<file path="src/rtl/mem_arbiter.sv">
// mem_arbiter: arbitrates icache/dcache miss and writeback traffic onto one single-ported RAM.
// Build macro MEM_ARB_PERF_EN adds per-client completion counters on ports icount/dcount.
module mem_arbiter #(
  parameter int ADDR_W     = 32,
  parameter int DATA_W     = 32,
  parameter int STARVE_MAX = 4
) (
  input  logic              CLK,
  input  logic              RST,
  input  logic              iREN,
  input  logic [ADDR_W-1:0] iaddr,
  output logic              iwait,
  output logic [DATA_W-1:0] iload,
  input  logic              dREN,
  input  logic              dWEN,
  input  logic [ADDR_W-1:0] daddr,
  input  logic [DATA_W-1:0] dstore,
  output logic              dwait,
  output logic [DATA_W-1:0] dload,
  output logic              ramREN,
  output logic              ramWEN,
  output logic [ADDR_W-1:0] ramaddr,
  output logic [DATA_W-1:0] ramstore,
  input  logic [DATA_W-1:0] ramload,
  input  logic              ramready
`ifdef MEM_ARB_PERF_EN
  ,
  output logic [31:0]       icount,
  output logic [31:0]       dcount
`endif
);

  localparam logic [1:0] IDLE = 2'd0;
  localparam logic [1:0] DACC = 2'd1;
  localparam logic [1:0] IACC = 2'd2;

  localparam int              CNT_W      = $clog2(STARVE_MAX + 1);
  localparam logic [CNT_W-1:0] STARVE_LIM = CNT_W'(STARVE_MAX);

  logic [1:0]        r_state;
  logic [1:0]        w_state_nxt;
  logic [CNT_W-1:0]  r_starve;
  logic [CNT_W-1:0]  w_starve_nxt;
  logic              r_ren;
  logic              r_wen;
  logic              w_ren_nxt;
  logic              w_wen_nxt;
  logic [ADDR_W-1:0] r_addr;
  logic [ADDR_W-1:0] w_addr_nxt;
  logic [DATA_W-1:0] r_store;
  logic [DATA_W-1:0] w_store_nxt;

  logic w_d_req;
  logic w_d_grant;
  logic w_i_grant;
  logic w_d_done;
  logic w_i_done;

  // dcache wins unless it has already starved a waiting icache STARVE_MAX times
  assign w_d_req   = dREN | dWEN;
  assign w_d_grant = (r_state == IDLE) && w_d_req && ((r_starve < STARVE_LIM) || !iREN);
  assign w_i_grant = (r_state == IDLE) && !w_d_grant && iREN;
  assign w_d_done  = (r_state == DACC) && ramready;
  assign w_i_done  = (r_state == IACC) && ramready;

  always_comb begin
    w_state_nxt = r_state;
    w_ren_nxt   = r_ren;
    w_wen_nxt   = r_wen;
    w_addr_nxt  = r_addr;
    w_store_nxt = r_store;
    case (r_state)
      IDLE: begin
        if (w_d_grant) begin
          w_state_nxt = DACC;
          w_wen_nxt   = dWEN;
          w_ren_nxt   = !dWEN;
          w_addr_nxt  = daddr;
          w_store_nxt = dstore;
        end else if (w_i_grant) begin
          w_state_nxt = IACC;
          w_wen_nxt   = 1'b0;
          w_ren_nxt   = 1'b1;
          w_addr_nxt  = iaddr;
        end else begin
          w_state_nxt = IDLE;
        end
      end
      DACC, IACC: begin
        if (ramready) begin
          w_state_nxt = IDLE;
          w_ren_nxt   = 1'b0;
          w_wen_nxt   = 1'b0;
        end else begin
          w_state_nxt = r_state;
        end
      end
      default: begin
        w_state_nxt = IDLE;
        w_ren_nxt   = 1'b0;
        w_wen_nxt   = 1'b0;
      end
    endcase
  end

  always_comb begin
    w_starve_nxt = r_starve;
    if (w_d_grant && iREN) begin
      if (r_starve < STARVE_LIM) begin
        w_starve_nxt = r_starve + CNT_W'(1);
      end else begin
        w_starve_nxt = r_starve;
      end
    end else if (w_i_grant) begin
      w_starve_nxt = '0;
    end else if ((r_state == IDLE) && !iREN) begin
      w_starve_nxt = '0;
    end else begin
      w_starve_nxt = r_starve;
    end
  end

  always_ff @(posedge CLK) begin
    if (RST) begin
      r_state  <= IDLE;
      r_starve <= '0;
      r_ren    <= 1'b0;
      r_wen    <= 1'b0;
      r_addr   <= '0;
      r_store  <= '0;
    end else begin
      r_state  <= w_state_nxt;
      r_starve <= w_starve_nxt;
      r_ren    <= w_ren_nxt;
      r_wen    <= w_wen_nxt;
      r_addr   <= w_addr_nxt;
      r_store  <= w_store_nxt;
    end
  end

  // Response is a same-cycle pass-through of ramload; a dcache write returns zero
  assign iwait    = !w_i_done;
  assign dwait    = !w_d_done;
  assign iload    = w_i_done ? ramload : '0;
  assign dload    = (w_d_done && !r_wen) ? ramload : '0;
  assign ramREN   = r_ren;
  assign ramWEN   = r_wen;
  assign ramaddr  = r_addr;
  assign ramstore = r_store;

`ifdef MEM_ARB_PERF_EN
  logic [31:0] r_icount;
  logic [31:0] r_dcount;

  always_ff @(posedge CLK) begin
    if (RST) begin
      r_icount <= 32'd0;
      r_dcount <= 32'd0;
    end else begin
      if (w_i_done) begin
        r_icount <= r_icount + 32'd1;
      end
      if (w_d_done) begin
        r_dcount <= r_dcount + 32'd1;
      end
    end
  end

  assign icount = r_icount;
  assign dcount = r_dcount;
`endif

endmodule

</file>
<file path="config.mk">
export PLATFORM = sky130hd
export DESIGN_NAME = mem_arbiter
export DESIGN_NICKNAME = d
export VERILOG_FILES = /design/src/rtl/mem_arbiter.sv
export SDC_FILE = /design/constraint.sdc
export NUM_CORES = 1
export LEC_CHECK = 0
export CELL_PAD_IN_SITES_DETAIL_PLACEMENT = 0
export CELL_PAD_IN_SITES_GLOBAL_PLACEMENT = 1
export CORE_MARGIN = 2
export CORE_UTILIZATION = 35
export CTS_CLUSTER_SIZE = 10
export DETAILED_ROUTE_END_ITERATION = 6
export DONT_BUFFER_PORTS = 1
export PLACE_DENSITY = 0.7
export SETUP_SLACK_MARGIN = 0.05
export SLEW_MARGIN = 25
export SYNTH_ARGS = -nofsm -noshare
export SYNTH_HDL_FRONTEND = slang
export SYNTH_SLANG_ARGS = --single-unit
</file>
<file path="constraint.sdc">
create_clock -name CLK -period 1.5 [get_ports CLK]
set_input_delay 0.3 -clock CLK [delete_from_list [all_inputs] [get_ports CLK]]
set_output_delay 0.3 -clock CLK [all_outputs]
set_load 0.01 [all_outputs]
</file>
# Word-level counts from Yosys, hierarchy flattened
# Index checks and enable logic that the tools add are counted.
[totals]
latchBits = 0
wordCells = 57
inputBits = 134
regBits = 71
ram_bits = 0
memories = 0
romBits = 0
[classes]
mul = 0
n_mux = 19
n_bitwise = 1
eq_ne = 5
n_addsub = 1
order_cmp = 1
div = 0
n_reduce_logical = 24
n_shift = 0
[ops]
columns = ["op", "n"]
rows = [
  ["32-bit two-way mux", 4],
  ["3-bit two-way mux", 4],
  ["1-bit logical AND", 9],
  ["2-bit AND reduction", 4],
  ["1-bit logical NOT", 6],
  ["2-bit two-way mux", 3],
  ["1-bit two-way mux", 5],
  ["1-bit one-hot mux with 2 select lines", 2],
  ["2-bit one-hot mux with 2 select lines", 1],
  ["3-bit by 1-bit adder with 3-bit output (second input constant)", 1],
  ["3-bit less-than comparator (second input constant)", 1],
  ["3-bit inequality test (second input constant)", 1],
  ["3-bit nonzero test", 1],
  ["2-bit by 1-bit == test with 1-bit output (second input constant)", 1],
  ["2-bit == test (second input constant)", 1],
  ["2-bit logical NOT", 1],
  ["2-bit by 1-bit inequality test with 1-bit output (second input constant)", 1],
  ["2-bit inequality test (second input constant)", 1],
  ["2-bit nonzero test", 1],
  ["2-bit OR reduction", 1],
  ["1-bit logical OR", 1],
  ["1-bit OR", 1],
]

# Depth between registers and ports, before layout
[depth]
depth_word = 9
ltp_mapped = 8
mapped_depth_nobuf = 5

# Worst setup path after synthesis
# OpenSTA, ideal clock, no wires.
[synth_timing]
path_type = "register to register"
from = "register r_state[0]"
to = "register r_wen, in the netlist ramWEN"
arrival_ns = 1.447
setup_ns = 0.070
stages_incl_launch_ff = 6
synth_period_minus_slack_ns = 1.517
slack_ns = -0.017
required_ns = 1.430
cell_sequence = "dfxtp_1 -> inv_1 -> ha_1 -> nor2b_1 -> or4_1 -> a21oi_1"
[synth_via]
elab_chain_len = 8
[synth_rtl]
columns = ["item", "line", "rtl"]
rows = [
  ["from (decl)", "40", "logic [1:0] r_state;"],
  ["from (signal assigned)", "132", "r_state <= w_state_nxt;"],
  ["2-bit logical NOT", "61, 62, 72", ""],
  ["1-bit logical AND (2 in a row)", "61", "assign w_d_grant = (r_state == IDLE) && w_d_req && ((r_starve < STARVE_LIM) || !iREN);"],
  ["1-bit logical NOT", "62", "assign w_i_grant = (r_state == IDLE) && !w_d_grant && iREN;"],
  ["1-bit logical AND (2 in a row)", "62", ""],
  ["3-bit inequality test (no source line)", "-", ""],
  ["2-bit AND reduction (no source line)", "-", ""],
  ["to (signal assigned)", "135", "r_wen <= w_wen_nxt;"],
  ["to (decl)", "45", "logic r_wen;"],
]
# Parallel ways exist; a longest one is shown, timed or not.
# A chain may end at the register's enable or synchronous reset.

# Final worst setup path
[layout_timing]
from = "register r_state[1]"
to = "output port dload[13]"
[layout_via]
elab_chain_len = 4
[layout_rtl]
columns = ["item", "line", "rtl"]
rows = [
  ["2-bit by 1-bit == test with 1-bit output", "63", "assign w_d_done = (r_state == DACC) && ramready;"],
  ["1-bit logical AND", "63", ""],
  ["1-bit logical AND", "145", "assign dload = (w_d_done && !r_wen) ? ramload : '0;"],
  ["32-bit two-way mux", "145", ""],
  ["to (decl)", "19", "output logic [DATA_W-1:0] dload,"],
]
# Every way passes these cells.

==> metrics.md <==
| Metric | Value |
|---|---|
| Outcome | `finished with violations` |
| Failing checks | `setup timing` |
| Worst-path fanout max | `8` |
| Die Y | `105.0 um` |
| Total GRT Usage | `about a fifth` |
| Relative slew slack | `64.60%` |
| I/O Buffers | `0` |
| Top-count cell post-synth | `dfxtp_1` |
| Area contributors post-synth | `dfxtp_1, nand3_1, o21ai_0` |
| Startpoint types | `register` |
| Num CTS Buffers | `9` |
| Mapped Avg Cell Area | `around 7.9 um2` |
| FFs w/ async S/R, synth | `0%` |
| DP Area | `between 3000 and 4000 um2` |
| Fin crit share | `118.6%` |
| Final nets | `601` |
| Via density | `6.020` |
| Least-Margin Pin Slew | `0.5311 ns` |
| TritonCTS clock tree | `done` |
| Yosys warning count | `0` |
| Initial antenna violation count | `0` |
| Max-cap viol count | `0` |
| Final worst path period need | `1.779 ns` |
| CTS clk-pin slew, worst paths | `~0.080 ns` |
| I/O Pins | `about 270` |
| Placed cells | `around 560` |
| TritonRoute pass-1 iters | `4` |
| GR Overflow Total | `0` |
| Top_reg_cell synth | `dfxtp_1` |
| Final Setup Violations | `115` |
| Mapped Cells | `452` |
| Worst EP arrival | `between 1 and 1.5 ns` |
| Min-Delay Path Class | `input pin to register` |
| Leak | `1.865 nW` |
| First-pass GRT wire length | `18900 um` |
| Layout Cells excl Fill | `601` |
| Vias in the first global route | `between 3000 and 4000` |
| ANT nets after route | `0` |
| Clk sinks | `71` |
| Root Buffer | `clkbuf_8` |
| Via count | `between 3000 and 4000` |
| WL final | `around 13000 um` |
| Die X | `105.0 um` |
| DRC Markers | `0` |
| Yosys top cell by area | `dfxtp_1` |
| Rows | `36` |
| Critical path class | `register to primary output` |
| Final setup margin | `-0.2792 ns` |
| Post-synth top area share | `39.83%` |
| CTS Buffer Depth | `2` |
| Setup Skew | `0.01832 ns` |
| Area Overhead vs Synth | `40.46%` |
| Worst-Skew Late Latency | `0.35 ns` |
| # diodes | `0` |
| Post-synthesis sequential area ratio | `39.83%` |
| EDFF count, synth | `0` |
| RePlAce Congestion | `about 0.78` |
| Worst vdd ir | `about 0.00049 V` |
| Fraction of layout cells with a size suffix above 1 | `37.18%` |
| Drt wl/cell | `21.88 um` |
| Final Instance Area | `5012 um2` |
| FF+latch count, synth | `71` |
| Post-detail-place hpwl | `7762 um` |
| Mapped cell area | `between 3000 and 4000 um2` |
| Die area | `11020 um2` |
| Initial core utilization | `36.34%` |
| Filler instances | `929` |
| Fin util | `51.04%` |
| Most frequent cells after synthesis | `dfxtp_1, nand3_1, o21ai_0, a21oi_1, nor2_1` |
| Req. time, crit path | `between 1 and 1.5 ns` |
| Largest net degree at the start of global routing | `50` |
| Endpoint class of the critical path | `primary output` |
| Max-slew violations | `0` |
| Iteration-0 DRC count of the detailed router | `223` |
| Unrepaired setup endpoints after global routing | `true` |
| Post-Place Worst Slack | `-0.05868 ns` |
| Synth unique cells | `30` |
| PwrDens | `1068 nW/um2` |
| Htree depth | `3` |
| Mapped Nets | `~600` |
| Core area | `9819 um2` |
| Final Hold Viols | `0` |
| Total negative slack | `-16.63 ns` |
| Max Fclk | `562.1 MHz` |
-- metrics by stage --
| step | hold WS, ns | power (mW) |
|---|---|---|
| 6_report | 0.03820 | 5.354 |
| 5_1_grt | 0.006072 | 5.611 |
| 4_1_cts | 0.001716 | 5.141 |
| 3_5_place_dp | 0.3771 | 3.233 |
| 3_3_place_gp | 0.3746 | 3.214 |
| 2_1_floorplan | 0.4407 | 3.031 |
-- cell type report --
class	instances	area, um2	share of cell area [%]
Clock inverter	6	68.82	1.373
Inverter	3	23.77	0.4743
Tap cell	133	166.4	3.320
Timing Repair Buffer	53	849.6	16.95
Clock buffer	10	127.6	2.546
Multi-Input combinational cell	325	2349	46.85
Sequential cell	71	1428	28.48
-- layer usage --
layer  routed length, um  share of wire (%)  global-route usage [%]  vias up
li1                    -                  -                       -     1670
met1                5139                 39                   25.48     1735
met2                6474                 49                   36.04      191
met3                1259                9.6                   7.798       22
met4                 275                2.1                   5.429        0
met5                   0                  0                       0        -
-- timing repair --
| action | in CTS | in global routing |
|---|---|---|
| setup endpoints to repair | 115 | 127 |
| cloned | 7 | 8 |
| setup buffers | 12 | 3 |
| resized for setup | 97 | 81 |
| pin swaps | 28 | 35 |
| hold endpoints to repair | 23 | 1 |
| hold buffers | 1 | 1 |
-- worst max-delay path, stage by stage, from the launching register on --
cell     delay [ns]
dfxtp_2        0.34
inv_2          0.07
ha_4           0.14
nand2_4        0.06
nor2_4         0.13
buf_6          0.13
buf_16         0.12
and2_4         0.15
-- final timing paths --
path | start | endpoint | slack (ns) | cells after the start
min reg2reg | r_starve[1] | r_starve[1] | 0.49 | 2
max reg2reg | r_state[1] | r_starve[2] | -0.21 | 8
min | RST | r_starve[0] | 0.04 | 1
max | r_state[1] | dload[13] | -0.28 | 7
-- state kept, by name (all words and copies together) (netlist names) --
signal,cells
ramaddr,32
r_starve,3
ramREN,1
ramWEN,1
r_state,2
ramstore,32
-- cell families after synthesis --
kind of cell	after synthesis	share of synthesized area [%]
AND/OR/NAND/NOR	180	26.75
adder cells (fa/ha/maj)	4	1.403
AO/OA/AOI/OAI	141	23.77
buffers and inverters	56	8.239
flip-flops	71	39.83
-- cells in the final DEF (no fill, tap or decap), types with 3 or more instances in the layout --
cell type,netlist,routed
dfxtp_1,71,68
nand3_1,65,54
o21ai_0,62,39
a21oi_1,39,34
and3_4,0,32
nor2_1,34,30
a311oi_1,32,27
and2_4,0,17
and2_1,32,15
o21ai_2,0,14
o21ai_1,4,13
buf_6,6,13
nand3_2,0,11
buf_12,0,10
clkbuf_8,0,9
buf_4,7,9
buf_8,0,7
buf_16,0,6
clkbuf_16,0,6
a21oi_2,0,5
nand2_1,8,5
a311oi_2,0,5
clkinvlp_4,0,4
nor2_2,0,3
ha_4,0,3
-- power by group --
group	internal, mW	switching, mW
clock network	0.774	0.772
logic	0.750	0.710
registers	2.10	0.253
(Power assumes the default switching activity.)
